**src/rtl/sel8_arb_pkg.sv**
```systemverilog
// Shared constants and state type for the 8-way round-robin selector arbiter.
package sel8_arb_pkg;

  localparam int N_REQ = 8;
  localparam int IDX_W = 3;

  typedef enum logic {
    ST_IDLE,
    ST_GRANT
  } arb_state_e;

endpackage

```
**src/rtl/sel8_rr_arbiter_pick.sv**
```systemverilog
// Combinational rotating priority pick: first set bit of vec scanning start, start+1, ... modulo 8.
module rr_pick8
  import sel8_arb_pkg::*;
(
  input  logic [N_REQ-1:0] vec,
  input  logic [IDX_W-1:0] start,
  output logic [IDX_W-1:0] idx,
  output logic             found
);

  logic [IDX_W-1:0] cand;

  // Walk the offsets backwards so the last hit written is the one nearest to start.
  always_comb begin
    idx   = '0;
    found = 1'b0;
    cand  = '0;
    for (int i = N_REQ - 1; i >= 0; i--) begin
      cand = start + IDX_W'(i);
      if (vec[cand]) begin
        idx   = cand;
        found = 1'b1;
      end
    end
  end

endmodule

```
**src/rtl/sel8_rr_arbiter.sv**
```systemverilog
// Round-robin arbiter sharing the 8:1 selector; hold limit stops one owner monopolising it.
module sel8_rr_arbiter
  import sel8_arb_pkg::*;
#(
  parameter int MAX_HOLD = 4,
  parameter int CNT_W    = $clog2(MAX_HOLD + 1)
) (
  input  logic             clk,
  input  logic             rst,
  input  logic [N_REQ-1:0] req,
  output logic [N_REQ-1:0] gnt,
  output logic [IDX_W-1:0] sel,
  output logic             gnt_valid
);

  arb_state_e       state_q;
  logic [IDX_W-1:0] ptr_q;
  logic [CNT_W-1:0] hold_q;
  logic [CNT_W-1:0] hold_d;
  logic [N_REQ-1:0] gnt_q;
  logic [IDX_W-1:0] sel_q;
  logic             valid_q;

  logic [N_REQ-1:0] maskedReq;
  logic [IDX_W-1:0] idleIdx;
  logic             idleFound;
  logic [IDX_W-1:0] maskIdx;
  logic             maskFound;
  logic             atLimit;

  // The masked pick excludes the current owner so a handover never re-selects it.
  assign maskedReq = req & ~(N_REQ'(1) << sel_q);

  rr_pick8 u_pickIdle (
    .vec   (req),
    .start (ptr_q),
    .idx   (idleIdx),
    .found (idleFound)
  );

  rr_pick8 u_pickMask (
    .vec   (maskedReq),
    .start (ptr_q),
    .idx   (maskIdx),
    .found (maskFound)
  );

  assign atLimit = (hold_q >= CNT_W'(MAX_HOLD));
  assign hold_d  = atLimit ? hold_q : hold_q + CNT_W'(1);

  // Release takes precedence over preemption; both advance ptr past the old owner.
  always_ff @(posedge clk) begin
    if (rst) begin
      state_q <= ST_IDLE;
      ptr_q   <= '0;
      hold_q  <= '0;
      gnt_q   <= '0;
      sel_q   <= '0;
      valid_q <= 1'b0;
    end else begin
      case (state_q)
        ST_IDLE: begin
          if (idleFound) begin
            state_q <= ST_GRANT;
            gnt_q   <= N_REQ'(1) << idleIdx;
            sel_q   <= idleIdx;
            valid_q <= 1'b1;
            hold_q  <= CNT_W'(1);
          end else begin
            gnt_q   <= '0;
            sel_q   <= '0;
            valid_q <= 1'b0;
            hold_q  <= '0;
          end
        end
        ST_GRANT: begin
          if (!req[sel_q]) begin
            ptr_q <= sel_q + IDX_W'(1);
            if (maskFound) begin
              gnt_q  <= N_REQ'(1) << maskIdx;
              sel_q  <= maskIdx;
              hold_q <= CNT_W'(1);
            end else begin
              state_q <= ST_IDLE;
              gnt_q   <= '0;
              sel_q   <= '0;
              valid_q <= 1'b0;
              hold_q  <= '0;
            end
          end else if (atLimit && maskFound) begin
            ptr_q  <= sel_q + IDX_W'(1);
            gnt_q  <= N_REQ'(1) << maskIdx;
            sel_q  <= maskIdx;
            hold_q <= CNT_W'(1);
          end else begin
            hold_q <= hold_d;
          end
        end
        default: state_q <= ST_IDLE;
      endcase
    end
  end

  assign gnt       = gnt_q;
  assign sel       = sel_q;
  assign gnt_valid = valid_q;

endmodule

```
**config.mk**
```make
export PLATFORM = sky130hd
export DESIGN_NAME = sel8_rr_arbiter
export DESIGN_NICKNAME = d
export VERILOG_FILES = /design/src/rtl/sel8_arb_pkg.sv /design/src/rtl/sel8_rr_arbiter_pick.sv /design/src/rtl/sel8_rr_arbiter.sv
export SDC_FILE = /design/constraint.sdc
export NUM_CORES = 1
export LEC_CHECK = 0
export ABC_AREA = 1
export BUFFER_PORTS_ARGS = -buffer_cell sky130_fd_sc_hd__clkbuf_2
export CELL_PAD_IN_SITES_DETAIL_PLACEMENT = 0
export CELL_PAD_IN_SITES_GLOBAL_PLACEMENT = 1
export CORE_ASPECT_RATIO = 1.5
export CORE_MARGIN = 4
export CORE_UTILIZATION = 38
export CTS_BUF_LIST = sky130_fd_sc_hd__clkbuf_8
export DETAILED_ROUTE_END_ITERATION = 8
export GPL_ROUTABILITY_DRIVEN = 0
export PLACE_DENSITY_LB_ADDON = 0.3
export SLEW_MARGIN = 20
export SYNTH_ARGS = -nofsm -noshare
export SYNTH_HDL_FRONTEND = slang
export SYNTH_SLANG_ARGS = --single-unit
```
**constraint.sdc**
```tcl
create_clock -name clk -period 2.7 [get_ports clk]
set_clock_uncertainty 0.2 [all_clocks]
set_input_delay 0.27 -clock clk [delete_from_list [all_inputs] [get_ports clk]]
set_output_delay 0.27 -clock clk [all_outputs]
set_load 0.03 [all_outputs]
```
After elaboration in Yosys (flattened, before gate mapping)
Cells that the tools add are included.
{"block": "op_classes", "eq_ne": 5, "addsub": 9, "n_reduce_logical": 3, "n_mux": 91, "bitwise": 3, "shift": 3, "order_cmp": 10}
{"op": "$mux 3", "n": 25}
{"op": "$bmux 1 s3", "n": 17}
{"op": "$mux 1", "n": 40}
{"op": "$lt 3x4->1 const B", "n": 9}
{"op": "$mux 8", "n": 4}
{"op": "$shl 1x3->8 const A", "n": 3}
{"op": "$pmux 8 s2", "n": 1}
{"op": "$add 3x3->3 const B", "n": 4}
{"op": "$pmux 3 s2", "n": 2}
{"op": "$add 3x1->3 const B", "n": 3}
{"op": "$and 8x8->8", "n": 1}
{"op": "$not 8->8", "n": 1}
{"op": "$add 3x2->3 const B", "n": 2}
{"op": "$ne 2x2->1 const B", "n": 2}
{"op": "$ne 4x3->1 const B", "n": 1}
{"op": "$pmux 1 s2", "n": 2}
{"op": "$reduce_and 2->1", "n": 2}
{"op": "$ge 3x3->1 const B", "n": 1}
{"op": "$ne 3x2->1 const B", "n": 1}
{"op": "$ne 2x1->1 const B", "n": 1}
{"op": "$logic_and 1x1->1", "n": 1}
{"op": "$not 1->1", "n": 1}
{"block": "word_totals", "elab_cells": 130, "reg_bits": 19, "in_bits": 10, "out_inout_bits": 12}

Logic depth before layout (Yosys ltp)
Gate-level depths: netlist of run 1.
{"block": "logic_depth", "depth_word": 17, "ltp_mapped": 22, "depth_no_buf": 22}

Hierarchy
A second synthesis of run 1 with hierarchy kept.
{"block": "unflattened", "hier_cells": 455, "area_unflattened_um2": 2817.7}
{"mod": "rr_pick8", "instances": 2, "cells_per_inst": 122, "seq_area_each_um2": 0.0, "area_each_um2": 739.5}
{"mod": "sel8_rr_arbiter", "instances": 1, "cells_per_inst": 211, "seq_area_each_um2": 380.4, "area_each_um2": 1338.8}

Least setup slack after synthesis of run 1
OpenSTA, ideal clock, no wires.
{"block": "synth_timing", "path_kind": "flip-flop to flip-flop", "start": "reg sel_q[0], in the netlist sel[0]", "end": "reg gnt_q[2], in the netlist gnt[2]", "setup_ns": 0.117, "required_time_ns": 2.383, "arrival_ns": 2.329, "n_path_buf": 1, "stages_incl_launch_ff": 19, "setup_slack_ns": 0.054, "cell_sequence": "dfxtp_1 > ha_1 > ha_1 > inv_1 > nand3_1 > nand3_1 > nand3_1 > nand2_2 > inv_2 > nand2_1 > nor3_2 > nand2_1 > nand2_1 > nand2_2 > nor2_4 > inv_2 > buf_6 > o21ai_0 > nor2_1"}
{"block": "synth_via", "elab_chain_len": 17, "elab_cells_between_ends": 44, "classes_between": "eq/ne (1); shift (2); mux (38); bitwise (2); reduce/logical (1)"}
{"element": "from (decl)", "line": "sel8_rr_arbiter.sv:21", "text": "logic [IDX_W-1:0] sel_q;"}
{"element": "from (signal assigned)", "line": "sel8_rr_arbiter.sv:66", "text": "sel_q <= idleIdx;"}
{"element": "from (signal assigned)", "line": "sel8_rr_arbiter.sv:81", "text": "sel_q <= maskIdx;"}
{"element": "from (signal assigned)", "line": "sel8_rr_arbiter.sv:93", "text": "sel_q <= maskIdx;"}
{"element": "$shl 1x3->8", "line": "sel8_rr_arbiter.sv:32", "text": "assign maskedReq = req & ~(N_REQ'(1) << sel_q);"}
{"element": "$not 8->8", "line": "sel8_rr_arbiter.sv:32"}
{"element": "$and 8x8->8", "line": "sel8_rr_arbiter.sv:32"}
{"element": "$bmux 1 s3", "line": "sel8_rr_arbiter_pick.sv:20", "text": "if (vec[cand]) begin"}
{"element": "$mux 1 (not written as such)", "line": "sel8_rr_arbiter_pick.sv:20"}
{"element": "$mux 3 (8 in a row)", "line": "sel8_rr_arbiter_pick.sv:20"}
{"element": "$shl 1x3->8", "line": "sel8_rr_arbiter.sv:80, sel8_rr_arbiter.sv:92"}
{"element": "$mux 8, on equally long branches", "line": "sel8_rr_arbiter.sv:79, sel8_rr_arbiter.sv:90"}
{"element": "$mux 8", "line": "sel8_rr_arbiter.sv:77", "text": "if (!req[sel_q]) begin"}
{"element": "$pmux 8 s2", "line": "sel8_rr_arbiter.sv:61", "text": "case (state_q)"}
{"element": "to (signal assigned)", "line": "sel8_rr_arbiter.sv:65", "text": "gnt_q <= N_REQ'(1) << idleIdx;"}
{"element": "to (signal assigned)", "line": "sel8_rr_arbiter.sv:80", "text": "gnt_q <= N_REQ'(1) << maskIdx;"}
{"element": "to (signal assigned)", "line": "sel8_rr_arbiter.sv:92", "text": "gnt_q <= N_REQ'(1) << maskIdx;"}
{"element": "to (decl)", "line": "sel8_rr_arbiter.sv:20", "text": "logic [N_REQ-1:0] gnt_q;"}
Several ways; a longest one is shown, not always the timed one. The select of a mux whose other input is x is not followed.
A chain may end at the register's enable or synchronous reset.

Worst setup path after layout of run 1
{"block": "layout_timing", "start": "reg ptr_q[0]", "end": "reg gnt_q[5], in the netlist gnt[5]"}
{"block": "layout_via", "elab_chain_len": 15, "elab_cells_between_ends": 80, "classes_between": "add/sub (7); eq/ne (1); shift (2); mux (69); reduce/logical (1)"}
{"element": "from (decl)", "line": "sel8_rr_arbiter.sv:17", "text": "logic [IDX_W-1:0] ptr_q;"}
{"element": "from (signal assigned)", "line": "sel8_rr_arbiter.sv:78", "text": "ptr_q <= sel_q + IDX_W'(1);"}
{"element": "from (signal assigned)", "line": "sel8_rr_arbiter.sv:91", "text": "ptr_q <= sel_q + IDX_W'(1);"}
{"element": "$add 3x3->3", "line": "sel8_rr_arbiter_pick.sv:19", "text": "cand = start + IDX_W'(i);"}
{"element": "$bmux 1 s3", "line": "sel8_rr_arbiter_pick.sv:20"}
{"element": "$mux 1 (not written as such)", "line": "sel8_rr_arbiter_pick.sv:20"}
{"element": "$mux 3 (8 in a row)", "line": "sel8_rr_arbiter_pick.sv:20"}
{"element": "$shl 1x3->8", "line": "sel8_rr_arbiter.sv:80, sel8_rr_arbiter.sv:92"}
{"element": "$mux 8, on equally long branches", "line": "sel8_rr_arbiter.sv:79, sel8_rr_arbiter.sv:90"}
{"element": "$mux 8", "line": "sel8_rr_arbiter.sv:77"}
{"element": "$pmux 8 s2", "line": "sel8_rr_arbiter.sv:61"}
Several ways; a longest one is shown, not always the timed one. The select of a mux whose other input is x is not followed.

==> results of run 1 <==
[state kept, by name, indices dropped and copies added (netlist names)]
name / cells
gnt: 8
hold_q: 3
ptr_q: 3
sel: 3
gnt_valid: 1
state_q: 1
[timing repair]
item,4_1_cts,5_1_grt
setup buffers,0,5
setup endpoints to repair,0,17
hold endpoints to repair,2,0
gates resized for setup,0,51
hold buffers,1,0
[layer usage]
metal / global-route usage, % / vias to the layer above
met1: 25.6 / 1374
met2: 36.7 / 110
met4: 12.4 / 0
li1: - / 1507
met3: 1.84 / 33
met5: 0 / -
[cells in the mapped netlist, types with 2 or more instances]
library cell	number
nand2_1	140
nand3_1	94
inv_1	46
a21oi_1	30
nor2_1	26
o21ai_0	21
dfxtp_1	19
inv_2	14
ha_1	10
nand2_2	10
buf_6	5
buf_2	3
nand3_2	2
nand4_1	2
nor3_2	2
[power groups by stage]
| stage | registers (uW) | logic [uW] | clock network (uW) |
|---|---|---|---|
| after global placement | 427 | 3530 | 0 |
| after floorplan | 552 | 2390 | 0 |
| after CTS | 425 | 3550 | 216 |
| after detailed placement | 430 | 3530 | 0 |
| final | 433 | 3890 | 202 |
| after global routing | 445 | 4360 | 226 |
[logic make-up (layout without fill, tap and decap cells)]
group / Yosys count / in the layout / share of synthesized area [%]
flops: 19 / 19 / 16.2
fa+ha+maj: 10 / 10 / 5.34
compound gates: 55 / 55 / 12.4
simple gates: 279 / 279 / 52.5
buf+inv: 71 / 121 / 13.5
[how the worst min path moves through the flow]
stage,from,endpoint,slack [ns],depth (start not counted)
final,gnt_valid,gnt_valid,0.26,2
after global routing,gnt_valid,gnt_valid,0.29,2
after CTS,gnt_valid,gnt_valid,0.26,2
after detailed placement,gnt_valid,gnt_valid,0.25,2
after global placement,gnt_valid,gnt_valid,0.25,2
after floorplan,rst,gnt_valid,0.14,1
[through the flow]
step                util, %  power (uW)  area, um^2
finish                 50.1        4520        2970
global route           50.1        5030        2970
CTS                    46.4        4190        2750
detailed placement     45.5        3960        2690
global placement       45.5        3960        2690
floorplan                 -        2940        2340
[final cells by class]
class                      instances  area (um^2)  share of cell area, %
sequential                        19          388                   13.1
tap                               72         90.1                   3.04
multi-input combinational        344         1810                   61.1
inverter                          61          239                   8.06
timing repair buffer              56          387                   13.0
clock inverter                     1         7.51                  0.253
clock buffer                       3         41.3                   1.39
[worst max-delay path, stage by stage, from the launching register on]
cell and delay [ns]:
dfxtp_2 0.34, buf_4 0.17, ha_1 0.21, inv_1 0.05
nand2_1 0.05, nand2_2 0.13, inv_2 0.08, nand3_1 0.14
nand2_2 0.11, buf_4 0.15, a21oi_1 0.12, nand3_1 0.09
nand2_1 0.06, nand2_1 0.05, nand2_1 0.07, nand2_2 0.07
nand2_1 0.12, nand3_1 0.14, a21oi_2 0.17
==> qor.yml, run 1 <==
status:
  status: "completed"
routing:
  finalWirelength_um: 8170
  drt-wirelength-per-cell_um: 14.7
  detail_route.vias_per_cell: 5.44
  drt_first_iter_violations: 302
  wl_met1_um: 3260
  drcViolationCount: 0
  dr.max_layer_used: "met4"
  wl_met2_um: 4160
  vias: 3024
  firstDrtPassIters: 5
  wl_met3_um: 330
  drtAntennaViolNets: 0
clock_tree:
  clk_latency_ns: 0.26
  path_clk_slew_ns: 0.07
  cts-buffers-inserted: 3
  cts_tree: "yes"
  clk_path_buf_depth: 2
  clock-sinks: 19
  cts-root-buf: "clkbuf_8"
  htreeDepth: 1
power_and_ir_drop:
  power_frac_clock_pct: 4.5
  leakage_uw: 0.00159
  power.share.combinational_pct: 85.9
  power_density_nw_per_um2: 1520
  switching_power_uw: 2630
  p_int_uw: 1890
  peakVddDrop_v: 0.000886
  p_seq_share_pct: 9.6
  swShare_pct: 58.2
worst_setup_path:
  ff2ff_path_depth: 18
  worstSetupEndpointType: "register"
  cp-startpoint: "ptr_q[0]"
  crit_end: "gnt[5]"
  critPathKind: "reg -> reg"
  ff2ff_setup_slack_ns: 0.12
  cp_max_fo: 9
  r2r_start: "ptr_q[0]"
  required_ns: 2.70
  worstPathArrival_ns: 2.57
  worst_r2r_endpoint: "gnt[5]"
  startpoint_type: "register"
cells_and_area:
  n_antenna_cell: 0
  fillers: 637
  finalNonFillerCells: 556
  nets: 505
  final_common_cell: "nand2_1"
  layout_common_cells: "nand2_1 (133), nand3_1 (71), inv_1 (44)"
  drive_gt1_share_pct: 28.1
  area_growth_pct: 26.5
grt:
  grt_pass1_wl_um: 13100
  track_usage_pct: 21.6
  antenna_found_initial: 0
  grt_max_degree: 22
  grt_pass1_vias: 2829
  grt_overflow: 0
synthesis:
  synth_area_leaders: "nand2_1 (22%), nand3_1 (20%), dfxtp_1 (16%)"
  synth_largest_area_cell: "nand2_1"
  syn_nets: 454
  yosysTopAreaCellShare_pct: 22.4
  ys.warnings.count: 0
  synth_top_flop_cell: "dfxtp_1"
  synth_seq_cells: 19
  netlist_area_um2: 2340
  synth_cell_types: 25
  synth_area_per_cell_um2: 5.40
  async_flop_share_pct: 0
  synth_edf_count: 0
  synth_seq_area_share_pct: 16.2
  synthCells: 434
timing:
  max_slew.worst_pin.slew_ns: 0.441
  slew-limit-headroom_pct: 70.6
  finalHoldViolCount: 0
  grt_setup_unrepaired: "yes"
  drv_slew: 0
  hold_ws_ns: 0.259
  max_freq_mhz: 388
  postLayoutSetupSlackWorst_ns: 0.122
  period_minus_slack_ns: 2.58
  setup_violations: 0
  finalSetupTns_ns: 0
  period_share_pct: 95.5
place:
  dp_hpwl_um: 6330
  place_ws_ns: 0.0551
  portBuffers: 21
  dp_cells: 546
floorplan:
  die_w_um: 72.1
  core-area_um2: 5910
  fp-row-count: 34
  io_pins: 22
  initial_core_util_pct: 39.7
  die-area_um2: 7520
  dieHeight_um: 104
run:
  max_cap_viol_count: 0
min_path:
  hold_class: "reg -> reg"
Note: power is estimated with default switching activity, not from simulation.
==> inputs of run 2 (changes only) <==
- ABC_AREA: 1 -> unset
- CORE_UTILIZATION: 38 -> 40
- SLEW_MARGIN: 20 -> unset
- SYNTH_HIERARCHICAL: unset -> 1
==> run 2 against run 1 <==
Area after synthesis up 16%. Synthesized cell count decreased by 27%. The flow now finishes with violations (negative setup slack). Setup slack got worse by 0.65 ns. Clock-buffer cell count stayed put. Critical endpoint is now gnt[0]. Highest routed layer unchanged. Final cell count is 6.8% lower. Wire length up 14%. Critical path type unchanged.
==> qor.yml, run 2 <==
status:
  status: "finished with violations"
  failed_checks: "negative setup slack"
clock_tree:
  clk_latency_ns: 0.26
  htreeDepth: 1
  cts_tree: "yes"
  clk_path_buf_depth: 2
  path_clk_slew_ns: 0.08
  postCtsHoldBufs: 0
  cts-buffers-inserted: 3
  clock-sinks: 19
  cts-root-buf: "clkbuf_8"
power_and_ir_drop:
  leakage_uw: 0.00180
  swShare_pct: 46.8
  power.share.combinational_pct: 87.1
  peakVddDrop_v: 0.00109
  power_frac_clock_pct: 3.8
  power.total_uw: 5400
  power_density_nw_per_um2: 1270
  p_seq_share_pct: 9.1
  switching_power_uw: 2530
  p_int_uw: 2880
timing:
  setup_violations: 19
  hold_ws_ns: 0.270
  grt_setup_unrepaired: "yes"
  postLayoutSetupSlackWorst_ns: -0.529
  slew-limit-headroom_pct: 64.0
  finalHoldViolCount: 0
  max_freq_mhz: 310
  period_share_pct: 120
  max_slew.worst_pin.slew_ns: 0.539
  drv_slew: 0
  period_minus_slack_ns: 3.23
  finalSetupTns_ns: -7.75
cells_and_area:
  largest_register_ffs: 8
  area_growth_pct: 56.1
  n_antenna_cell: 0
  final_common_cell: "buf_4"
  fillers: 513
  drive_gt1_share_pct: 57.9
  nets: 464
  layout_common_cells: "buf_4 (111), nor2_1 (30), nand2_1 (23)"
  stdcell_area_um2: 4250
synthesis:
  synth_compound_area_share_pct: 24.6
  synth_largest_area_cell: "dfxtp_1"
  ys.warnings.count: 6
  synth_top_flop_cell: "dfxtp_1"
  synth_area_leaders: "dfxtp_1 (14%), mux4_1 (9.6%), mux4_2 (8.3%)"
  netlist_area_um2: 2720
  synth_cell_types: 56
  muxShareOfSynthArea_pct: 28.7
  synthXorXnorAreaFrac_pct: 1.93
  synth_seq_area_share_pct: 14.0
  synth_area_per_cell_um2: 8.65
  synth_edf_count: 0
  synth_top_cells_by_count: "nor2_1 (35), nand2_1 (26), dfxtp_1 (19)"
  async_flop_share_pct: 0
  synthCells: 315
  yosysTopAreaCellShare_pct: 14.0
  synth_seq_cells: 19
  synthAdderAreaFrac_pct: 5.05
  syn_nets: 336
  synth_top_family_by_area: "multiplexers"
  yosys.area_share.simple_pct: 18.6
  synth.most_common_cell: "nor2_1"
worst_setup_path:
  crit_path_cell_trace: "ha_4 -> ha_4 -> nor2b_4 -> mux4_2 -> mux2_4 -> a311o_1 -> nor3_2 -> nor2_4 -> buf_4 -> nor4_4 -> a21oi_1 -> a211oi_1"
  required_ns: 2.68
  worstPathArrival_ns: 3.21
  critPathKind: "reg -> reg"
  worstSetupEndpointType: "register"
  slowest_delay_ns: 0.53
  critPathBufInv: 1
  cp_max_fo: 5
  critPathSlowestCell: "mux4_2"
  startpoint_type: "register"
  cp_common_cell: "ha_4"
  crit_family: "multiplexers"
place:
  dp_hpwl_um: 6810
  portBuffers: 21
  placed_area_um2: 3720
  place_ws_ns: -0.875
min_path:
  hold_class: "in -> reg"
routing:
  drcViolationCount: 0
  detail_route.vias_per_cell: 5.94
  finalWirelength_um: 9300
  drtAntennaViolNets: 0
  firstDrtPassIters: 5
  drt_first_iter_violations: 179
  vias: 3079
  drt-wirelength-per-cell_um: 17.9
floorplan:
  dieHeight_um: 109
  io_pins: 22
  fp-row-count: 36
  core-area_um2: 6580
  initial_core_util_pct: 41.4
  die_w_um: 75.4
  die-area_um2: 8220
grt:
  grt_pass1_vias: 3176
  track_usage_pct: 23.9
  grt_overflow: 0
  grt_pass1_wl_um: 15200
  grt_max_degree: 26
  antenna_found_initial: 0
run:
  max_cap_viol_count: 0
-- run 2: cell types whose count changed in the layout (fill, tap and decap cells not counted), sizes merged, moves of 13 or more --
cell and delta:
mux2i +15, o21ai -14, a21oi -13, buf +87, inv -46, mux4 +20, nand3 -94, nand2 -124
-- run 2: what timing repair did --
item / in CTS / in global routing
pin swaps: 26 / 13
setup endpoints to repair: 19 / 19
cloned: 0 / 0
buffers inserted: 15 / 5
gates resized for setup: 65 / 18
-- run 2: cells by family (layout without fill, tap and decap cells) --
family,count (synthesis),count (layout)
AND/OR/NAND/NOR,105,105
multiplexers,47,47
buffers and inverters,34,161
adder cells (fa/ha/maj),11,11
AO/OA/AOI/OAI,93,93
flip-flops,19,19
XOR/XNOR,6,6
-- run 2: stage by stage --
step	std cells	util, %
5_1_grt	518	64.6
2_1_floorplan	315	-
3_3_place_gp	494	56.5
6_report	518	64.6
3_5_place_dp	494	56.5
4_1_cts	513	63.1
-- run 2: path summary, 6_finish.rpt --
path,start,endpoint,slack (ns),depth (start not counted)
min reg2reg,gnt_valid,gnt_valid,0.29,2
max reg2reg,sel[1],gnt[0],-0.53,12
min,rst,gnt[5],0.27,2
max,sel[1],gnt[0],-0.53,12
-- run 2: area by class of cell --
type                       count  area (um^2)  share of cell area (%)
timing repair buffer         142         1080                    25.4
clock buffer                   3         41.3                   0.971
clock inverter                 1         7.51                   0.177
inverter                      15         73.8                    1.74
sequential                    19          399                    9.39
tap                           76         95.1                    2.24
multi-input combinational    262         2550                    60.1
-- run 2: worst register-to-register path: stages (launching register included) --
cell	delay, ns
dfxtp_4	0.39
ha_4	0.17
ha_4	0.14
nor2b_4	0.04
mux4_2	0.53
mux2_4	0.32
a311o_1	0.37
nor3_2	0.26
nor2_4	0.09
buf_4	0.15
nor4_4	0.19
a21oi_1	0.10
a211oi_1	0.20
-- run 2: power groups by stage --
| stage | clock [uW] | sequential, uW | combinational, uW |
|---|---|---|---|
| 2_1_floorplan | 0 | 591 | 2310 |
| 3_3_place_gp | 0 | 489 | 3750 |
| 3_5_place_dp | 0 | 491 | 3780 |
| 4_1_cts | 210 | 487 | 4390 |
| 5_1_grt | 221 | 509 | 5060 |
| 6_report | 205 | 494 | 4700 |
-- run 2: layer usage --
metal	GRT usage, %	up-vias	part of all wire, %
li1	-	1476	-
met1	25.6	1488	38
met2	44.7	77	55
met3	1.85	38	2.3
met4	12.1	0	4.9
met5	0	-	0
